$ cat src/rtl/psm_capture_if.sv
// Gate-bus capture interface: enable and gate lines in, measurements and flags out.
interface psm_capture_if #(
  parameter int BITS_DATA = 16,
  parameter int DT_BITS   = 8
);
  logic                 iEN;
  logic [7:0]           iPSM;
  logic [BITS_DATA-1:0] oPERIOD;
  logic [BITS_DATA-1:0] oSHIFT1;
  logic [BITS_DATA-1:0] oSHIFT2;
  logic [BITS_DATA-1:0] oSHIFT3;
  logic [DT_BITS-1:0]   oDEADTIME;
  logic                 oVALID;
  logic                 oSHOOT;
  logic                 oTIMEOUT;

  modport master (
    output iEN, iPSM,
    input  oPERIOD, oSHIFT1, oSHIFT2, oSHIFT3, oDEADTIME, oVALID, oSHOOT, oTIMEOUT
  );

  modport slave (
    input  iEN, iPSM,
    output oPERIOD, oSHIFT1, oSHIFT2, oSHIFT3, oDEADTIME, oVALID, oSHOOT, oTIMEOUT
  );
endinterface

$ cat src/rtl/psm_capture.sv
// PSM gate-pattern decoder: recovers period, leg 1-3 phase shifts and leg-0 deadtime
// from the 8-line gate bus, and flags shoot-through and loss of switching.
module psm_capture #(
  parameter int                   BITS_DATA = 16,
  parameter int                   DT_BITS   = 8,
  parameter logic [BITS_DATA-1:0] TIMEOUT   = 16'hFFF0
) (
  input  logic          CLK,
  input  logic          RST,
  psm_capture_if.slave  bus
);

  typedef enum logic [1:0] {IDLE, ARM, RUN} state_t;

  state_t               state;
  logic [7:0]           s1, s2;
  // Delay stage kept only for the lines whose edges are decoded
  logic [3:0]           s3_hs;
  logic                 s3_ls0;
  logic [BITS_DATA-1:0] cnt;
  logic [DT_BITS-1:0]   dt_cnt;
  logic                 fell_ls0;
  logic [BITS_DATA-1:0] shift [1:3];
  logic [3:1]           got;

  logic [3:0]           rise_hs;
  logic                 rise0, fall_ls0, gap0;
  logic [BITS_DATA-1:0] cnt_p1;
  logic [DT_BITS-1:0]   dt_now;

  always_comb begin
    rise_hs = '0;
    for (int unsigned k = 0; k < 4; k++)
      rise_hs[k] = s2[2*k] & ~s3_hs[k];
    rise0    = rise_hs[0];
    fall_ls0 = ~s2[1] & s3_ls0;
    gap0     = ~s2[0] & ~s2[1];
    cnt_p1   = cnt + BITS_DATA'(1);
    dt_now   = fell_ls0 ? dt_cnt : '0;
  end

  always_ff @(posedge CLK) begin
    if (RST) begin
      state         <= IDLE;
      s1            <= '0;
      s2            <= '0;
      s3_hs         <= '0;
      s3_ls0        <= 1'b0;
      cnt           <= '0;
      dt_cnt        <= '0;
      fell_ls0      <= 1'b0;
      got           <= '0;
      for (int unsigned k = 1; k <= 3; k++) shift[k] <= '0;
      bus.oPERIOD   <= '0;
      bus.oSHIFT1   <= '0;
      bus.oSHIFT2   <= '0;
      bus.oSHIFT3   <= '0;
      bus.oDEADTIME <= '0;
      bus.oVALID    <= 1'b0;
      bus.oSHOOT    <= 1'b0;
      bus.oTIMEOUT  <= 1'b0;
    end else begin
      s1     <= bus.iPSM;
      s2     <= s1;
      s3_hs  <= {s2[6], s2[4], s2[2], s2[0]};
      s3_ls0 <= s2[1];

      if (rise0)
        cnt <= '0;
      else if (cnt != '1)
        cnt <= cnt_p1;

      // The fall cycle itself is already part of the gap, so it counts as one
      if (fall_ls0)
        dt_cnt <= gap0 ? DT_BITS'(1) : '0;
      else if (gap0 && dt_cnt != '1)
        dt_cnt <= dt_cnt + DT_BITS'(1);

      if (rise0)
        fell_ls0 <= 1'b0;
      else if (fall_ls0)
        fell_ls0 <= 1'b1;

      // Shift is the delay in cycles, so it shares the cnt+1 convention of the period
      for (int unsigned k = 1; k <= 3; k++) begin
        if (rise_hs[k] && rise0) begin
          shift[k] <= '0;
          got[k]   <= 1'b1;
        end else if (rise_hs[k] && !got[k]) begin
          shift[k] <= cnt_p1;
          got[k]   <= 1'b1;
        end else if (rise0) begin
          got[k]   <= 1'b0;
        end
      end

      bus.oVALID <= 1'b0;
      if (!bus.iEN) begin
        state <= IDLE;
      end else begin
        case (state)
          IDLE: if (rise0) state <= ARM;
          ARM: begin
            if (rise0) begin
              state <= RUN;
            end else if (cnt == TIMEOUT) begin
              bus.oTIMEOUT <= 1'b1;
              state        <= IDLE;
            end
          end
          RUN: begin
            if (rise0) begin
              bus.oPERIOD   <= cnt_p1;
              bus.oSHIFT1   <= got[1] ? shift[1] : '1;
              bus.oSHIFT2   <= got[2] ? shift[2] : '1;
              bus.oSHIFT3   <= got[3] ? shift[3] : '1;
              bus.oDEADTIME <= dt_now;
              bus.oVALID    <= 1'b1;
              bus.oTIMEOUT  <= 1'b0;
            end else if (cnt == TIMEOUT) begin
              bus.oTIMEOUT <= 1'b1;
              state        <= IDLE;
            end
          end
          default: state <= IDLE;
        endcase
      end

      for (int unsigned k = 0; k < 4; k++)
        if (s2[2*k] && s2[2*k+1]) bus.oSHOOT <= 1'b1;
    end
  end

endmodule

$ cat src/flat_wrapper.sv
// flat-port wrapper written by rule: the top's interface ports become plain ports
module psm_capture_flat 
#(
  parameter int                   BITS_DATA = 16,
  parameter int                   DT_BITS   = 8,
  parameter logic [BITS_DATA-1:0] TIMEOUT   = 16'hFFF0
)
  (CLK, RST, bus_iEN, bus_iPSM, bus_oPERIOD, bus_oSHIFT1, bus_oSHIFT2, bus_oSHIFT3, bus_oDEADTIME, bus_oVALID, bus_oSHOOT, bus_oTIMEOUT);
  psm_capture_if #(.BITS_DATA(BITS_DATA), .DT_BITS(DT_BITS)) bus_i ();
  input  logic CLK;
  input  logic RST;
  input wire logic [$bits(bus_i.iEN)-1:0] bus_iEN;
  input wire logic [$bits(bus_i.iPSM)-1:0] bus_iPSM;
  output wire logic [$bits(bus_i.oPERIOD)-1:0] bus_oPERIOD;
  output wire logic [$bits(bus_i.oSHIFT1)-1:0] bus_oSHIFT1;
  output wire logic [$bits(bus_i.oSHIFT2)-1:0] bus_oSHIFT2;
  output wire logic [$bits(bus_i.oSHIFT3)-1:0] bus_oSHIFT3;
  output wire logic [$bits(bus_i.oDEADTIME)-1:0] bus_oDEADTIME;
  output wire logic [$bits(bus_i.oVALID)-1:0] bus_oVALID;
  output wire logic [$bits(bus_i.oSHOOT)-1:0] bus_oSHOOT;
  output wire logic [$bits(bus_i.oTIMEOUT)-1:0] bus_oTIMEOUT;
  assign bus_i.iEN = bus_iEN;
  assign bus_i.iPSM = bus_iPSM;
  assign bus_oPERIOD = bus_i.oPERIOD;
  assign bus_oSHIFT1 = bus_i.oSHIFT1;
  assign bus_oSHIFT2 = bus_i.oSHIFT2;
  assign bus_oSHIFT3 = bus_i.oSHIFT3;
  assign bus_oDEADTIME = bus_i.oDEADTIME;
  assign bus_oVALID = bus_i.oVALID;
  assign bus_oSHOOT = bus_i.oSHOOT;
  assign bus_oTIMEOUT = bus_i.oTIMEOUT;
  psm_capture #(.BITS_DATA(BITS_DATA), .DT_BITS(DT_BITS), .TIMEOUT(TIMEOUT)) u_core (.CLK(CLK), .RST(RST), .bus(bus_i));
endmodule
$ cat config.mk
export PLATFORM = sky130hd
export DESIGN_NAME = psm_capture_flat
export DESIGN_NICKNAME = d
export VERILOG_FILES = /design/src/rtl/psm_capture_if.sv /design/src/rtl/psm_capture.sv /design/src/flat_wrapper.sv
export SDC_FILE = /design/constraint.sdc
export NUM_CORES = 1
export LEC_CHECK = 0
export BUFFER_PORTS_ARGS = -buffer_cell sky130_fd_sc_hd__buf_2
export CORE_UTILIZATION = 45
export DETAILED_ROUTE_END_ITERATION = 8
export SYNTH_ARGS = -nofsm -noshare
export SYNTH_HDL_FRONTEND = slang
export SYNTH_SLANG_ARGS = --single-unit
$ cat constraint.sdc
create_clock -name CLK -period 2.5 [get_ports CLK]
set_input_delay 0.5 -clock CLK [delete_from_list [all_inputs] [get_ports CLK]]
set_output_delay 0.5 -clock CLK [all_outputs]
set_load 0.01 [all_outputs]
==> flow_summary.yaml <==
floorplanning:
  rows: 43
  placeableCoreArea_um2: 13930
  die_h_um: 122.0
  die_area_um2: 14870
  die_w_um: 122.0
  start_util: 0.4647
  io_pins: 86
synth:
  synthMuxAreaShare: 0.006184
  synth-edff-count: 48
  synth_simple_gate_area_frac: 0.2143
  seq_area_frac_synth: 0.6122
  syn-cell-area_um2: 6475
  yosys_warnings: 0
  syn_inst: 634
  synth_compound_area_frac: 0.1113
  synth_ff_type: "dfxtp_1"
  synth-xor-area-share: 0.02164
  synth_area_leader_cell: "dfxtp_1"
  synth_area_leaders: "dfxtp_1 39%, edfxtp_1 22%, nor2b_1 7.1%"
  synth_top_family_by_area: "simple AND/OR/NAND/NOR gates"
  synthDistinctLibCells: 51
  syn-num-nets: 648
  synthAdderAreaFrac: 0.005797
  yosysTopAreaCellShare: 0.3896
  async_flop_share: 0
  ys_ff_latch: 174
  avgSynthCellArea_um2: 10.21
global_routing:
  gr-total-overflow: 0
  grt_max_degree: 31
  grt_pass1_vias: 4278
  grtUsageMet2: 0.3058
  antenna_found_initial: 0
  busiest_layer: "met2"
  use_met3: 0.04916
  grt_use_met1: 0.2925
  grt_use_total: 0.2061
  grt_pass1_wl_um: 22830
cts:
  path_clk_slew_ns: 0.06
  cts_buffers: 17
  ctsHoldBuffers: 0
  cts_post_setup_buffers_inserted: 0
  clock-root-buffer: "clkbuf_16"
  htree_levels: 4
  clockBufferDepth: 2
  clock-sinks: 174
  cts_tree: "built"
  ctsResizeCount: 0
  clock_latency_ns: 0.42
sta:
  fmax_mhz: 460.5
  period_needed_ns: 2.172
  slew_headroom: 0.4050
  min_period_over_period: 0.8687
  rsz0062_at_grt: "false"
  hold_violations: 0
  setup_violations: 0
  maxSlewViolCount: 0
  worstMarginPinSlew_ns: 0.8861
  fin_skew_ns: 0.01182
  fin_tns_setup_ns: 0
pwr:
  p_clk_frac: 0.444
  intPower_uw: 4548
  ir_drop_v: 0.0004477
  seqPwrFrac: 0.522
  power_density_nw_per_um2: 746.6
  power_frac_comb: 0.033
  p_sw_uw: 1189
  p_sw_frac: 0.2072
  p_leak_uw: 0.003040
setup_path:
  worstPathRequired_ns: 2.84
  critPathBufInv: 1
  crit_path_start_kind: "flip-flop"
  critPathArrivalTime_ns: 2.52
  endpoint_kind: "flip-flop"
  worst_path_max_delay_cell: "or4_1"
  path_class: "flip-flop to flip-flop"
  cp_max_fo: 11
  slowest_delay_ns: 0.69
  crit_family: "simple AND/OR/NAND/NOR gates"
  cp_cell_sequence: "ha_1, nand4_2, or4_1, buf_4, a21oi_1"
detailed_routing:
  drt_pass1_iterations: 4
  viasPerCell: 5.098
  ant_nets: 0
  vias: 4644
  avgRoutedWirePerCell_um: 15.75
  drt_iter0_drc: 331
  wirelength_um: 14350
  drc: 0
finish:
  fin_nets: 732
  final_common_cell: "dfxtp_1"
  layout_common_cells: "126 x dfxtp_1, 85 x buf_2, 78 x nand2_1, 73 x nor2b_1, 69 x o21ai_0"
  syn_to_final_growth_pct: 18.69
  layout-drive-gt1-share: 0.2107
  antennaDiodeCount: 0
  final_core_util: 0.5515
  stdcell_count: 911
placed_design:
  port_buffers: 85
  hpwl_um: 9781
  dpl.cell_count: 879
  gp_congestion: 0.8482
hold_path:
  min_path_type: "input port to flip-flop"
run_status:
  run_status: "finished clean"
job:
  max-cap-violations: 0
[metal layers]
metal | vias to the layer above | wire length (µm)
li1 | 2317 | -
met1 | 2206 | 7120
met2 | 111 | 6528
met3 | 10 | 546
met4 | 0 | 156
met5 | - | 0
[flip-flops by register name (all words and copies together) (netlist names)]
name	flops
u_core.fell_ls0	1
u_core.shift	48
u_core.bus.oVALID	1
u_core.bus.oPERIOD	16
u_core.s1	8
u_core.state	2
u_core.bus.oSHIFT3	16
u_core.dt_cnt	8
u_core.s3_hs	4
u_core.bus.oSHOOT	1
u_core.bus.oSHIFT1	16
u_core.got	3
u_core.s3_ls0	1
u_core.s2	8
u_core.bus.oSHIFT2	16
u_core.cnt	16
u_core.bus.oTIMEOUT	1
u_core.bus.oDEADTIME	8
[power groups by stage]
stage	registers, µW	clock network, µW	logic, µW
floorplan	3040	0	139
global placement	3060	0	189
detailed placement	3060	0	192
CTS	3000	2590	193
global route	3000	2720	215
finish	3000	2550	190
[synth_stat cells (3+ instances only)]
| cell type | count |
|---|---|
| o21ai_1 | 3 |
| dfxtp_1 | 126 |
| xor2_1 | 4 |
| a21oi_2 | 10 |
| nand4_1 | 3 |
| a21oi_1 | 17 |
| nand2b_1 | 7 |
| xnor2_1 | 12 |
| a32o_1 | 8 |
| nand2_1 | 78 |
| nor3_1 | 6 |
| clkbuf_1 | 28 |
| o21ai_0 | 69 |
| or2_2 | 4 |
| ha_1 | 3 |
| nor4_1 | 6 |
| nand3_1 | 7 |
| buf_2 | 7 |
| nor2b_1 | 73 |
| nor2_1 | 64 |
| or3_1 | 4 |
| edfxtp_1 | 48 |
| and3_1 | 4 |
| mux2i_1 | 4 |
| inv_1 | 6 |
[final cells by class]
type	instances	area, µm²
Clock buffer	25	515.5
Clock inverter	7	60.06
Fill cell	1267	6250
Inverter	7	26.28
Multi-Input combinational cell	415	2333
Sequential cell	174	3964
Tap cell	180	225.2
Timing Repair Buffer	103	560.5
[through the flow]
stage | hold slack (ns) | total power (µW) | worst slack [ns] | area [µm²]
global route | 0.2886 | 5935 | 0.08974 | 7685
CTS | 0.2759 | 5782 | 0.3466 | 7685
floorplan | 0.4138 | 3183 | 0.5876 | 6475
finish | 0.2889 | 5737 | 0.3283 | 7685
global placement | 0.4168 | 3245 | 0.4275 | 7109
detailed placement | 0.4227 | 3251 | 0.3676 | 7109
[worst paths after layout]
| path | slack, ns | cells past startpoint | start | end |
|---|---|---|---|---|
| setup / recovery | 0.33 | 5 | u_core.cnt[0] | u_core.cnt[12] |
| hold / removal | 0.29 | 2 | bus_iPSM[0] | u_core.s1[0] |
| setup reg to reg | 0.33 | 5 | u_core.cnt[0] | u_core.cnt[12] |
| hold reg to reg | 0.44 | 1 | u_core.s1[3] | u_core.s2[3] |
[cells by family (layout without fill, tap and decap cells)]
logic type	after synthesis	in the layout
buf+inv	45	142
xor+xnor	16	16
compound gates	120	120
fa+ha+maj	3	3
flops	174	174
mux	4	4
simple gates	272	272
[worst register-to-register path: stages (launching register included)]
cell	delay [ns]
dfxtp_1	0.50
ha_1	0.29
nand4_2	0.21
or4_1	0.69
buf_4	0.25
a21oi_1	0.16
No activity file was read; power rests on OpenSTA's default activity.
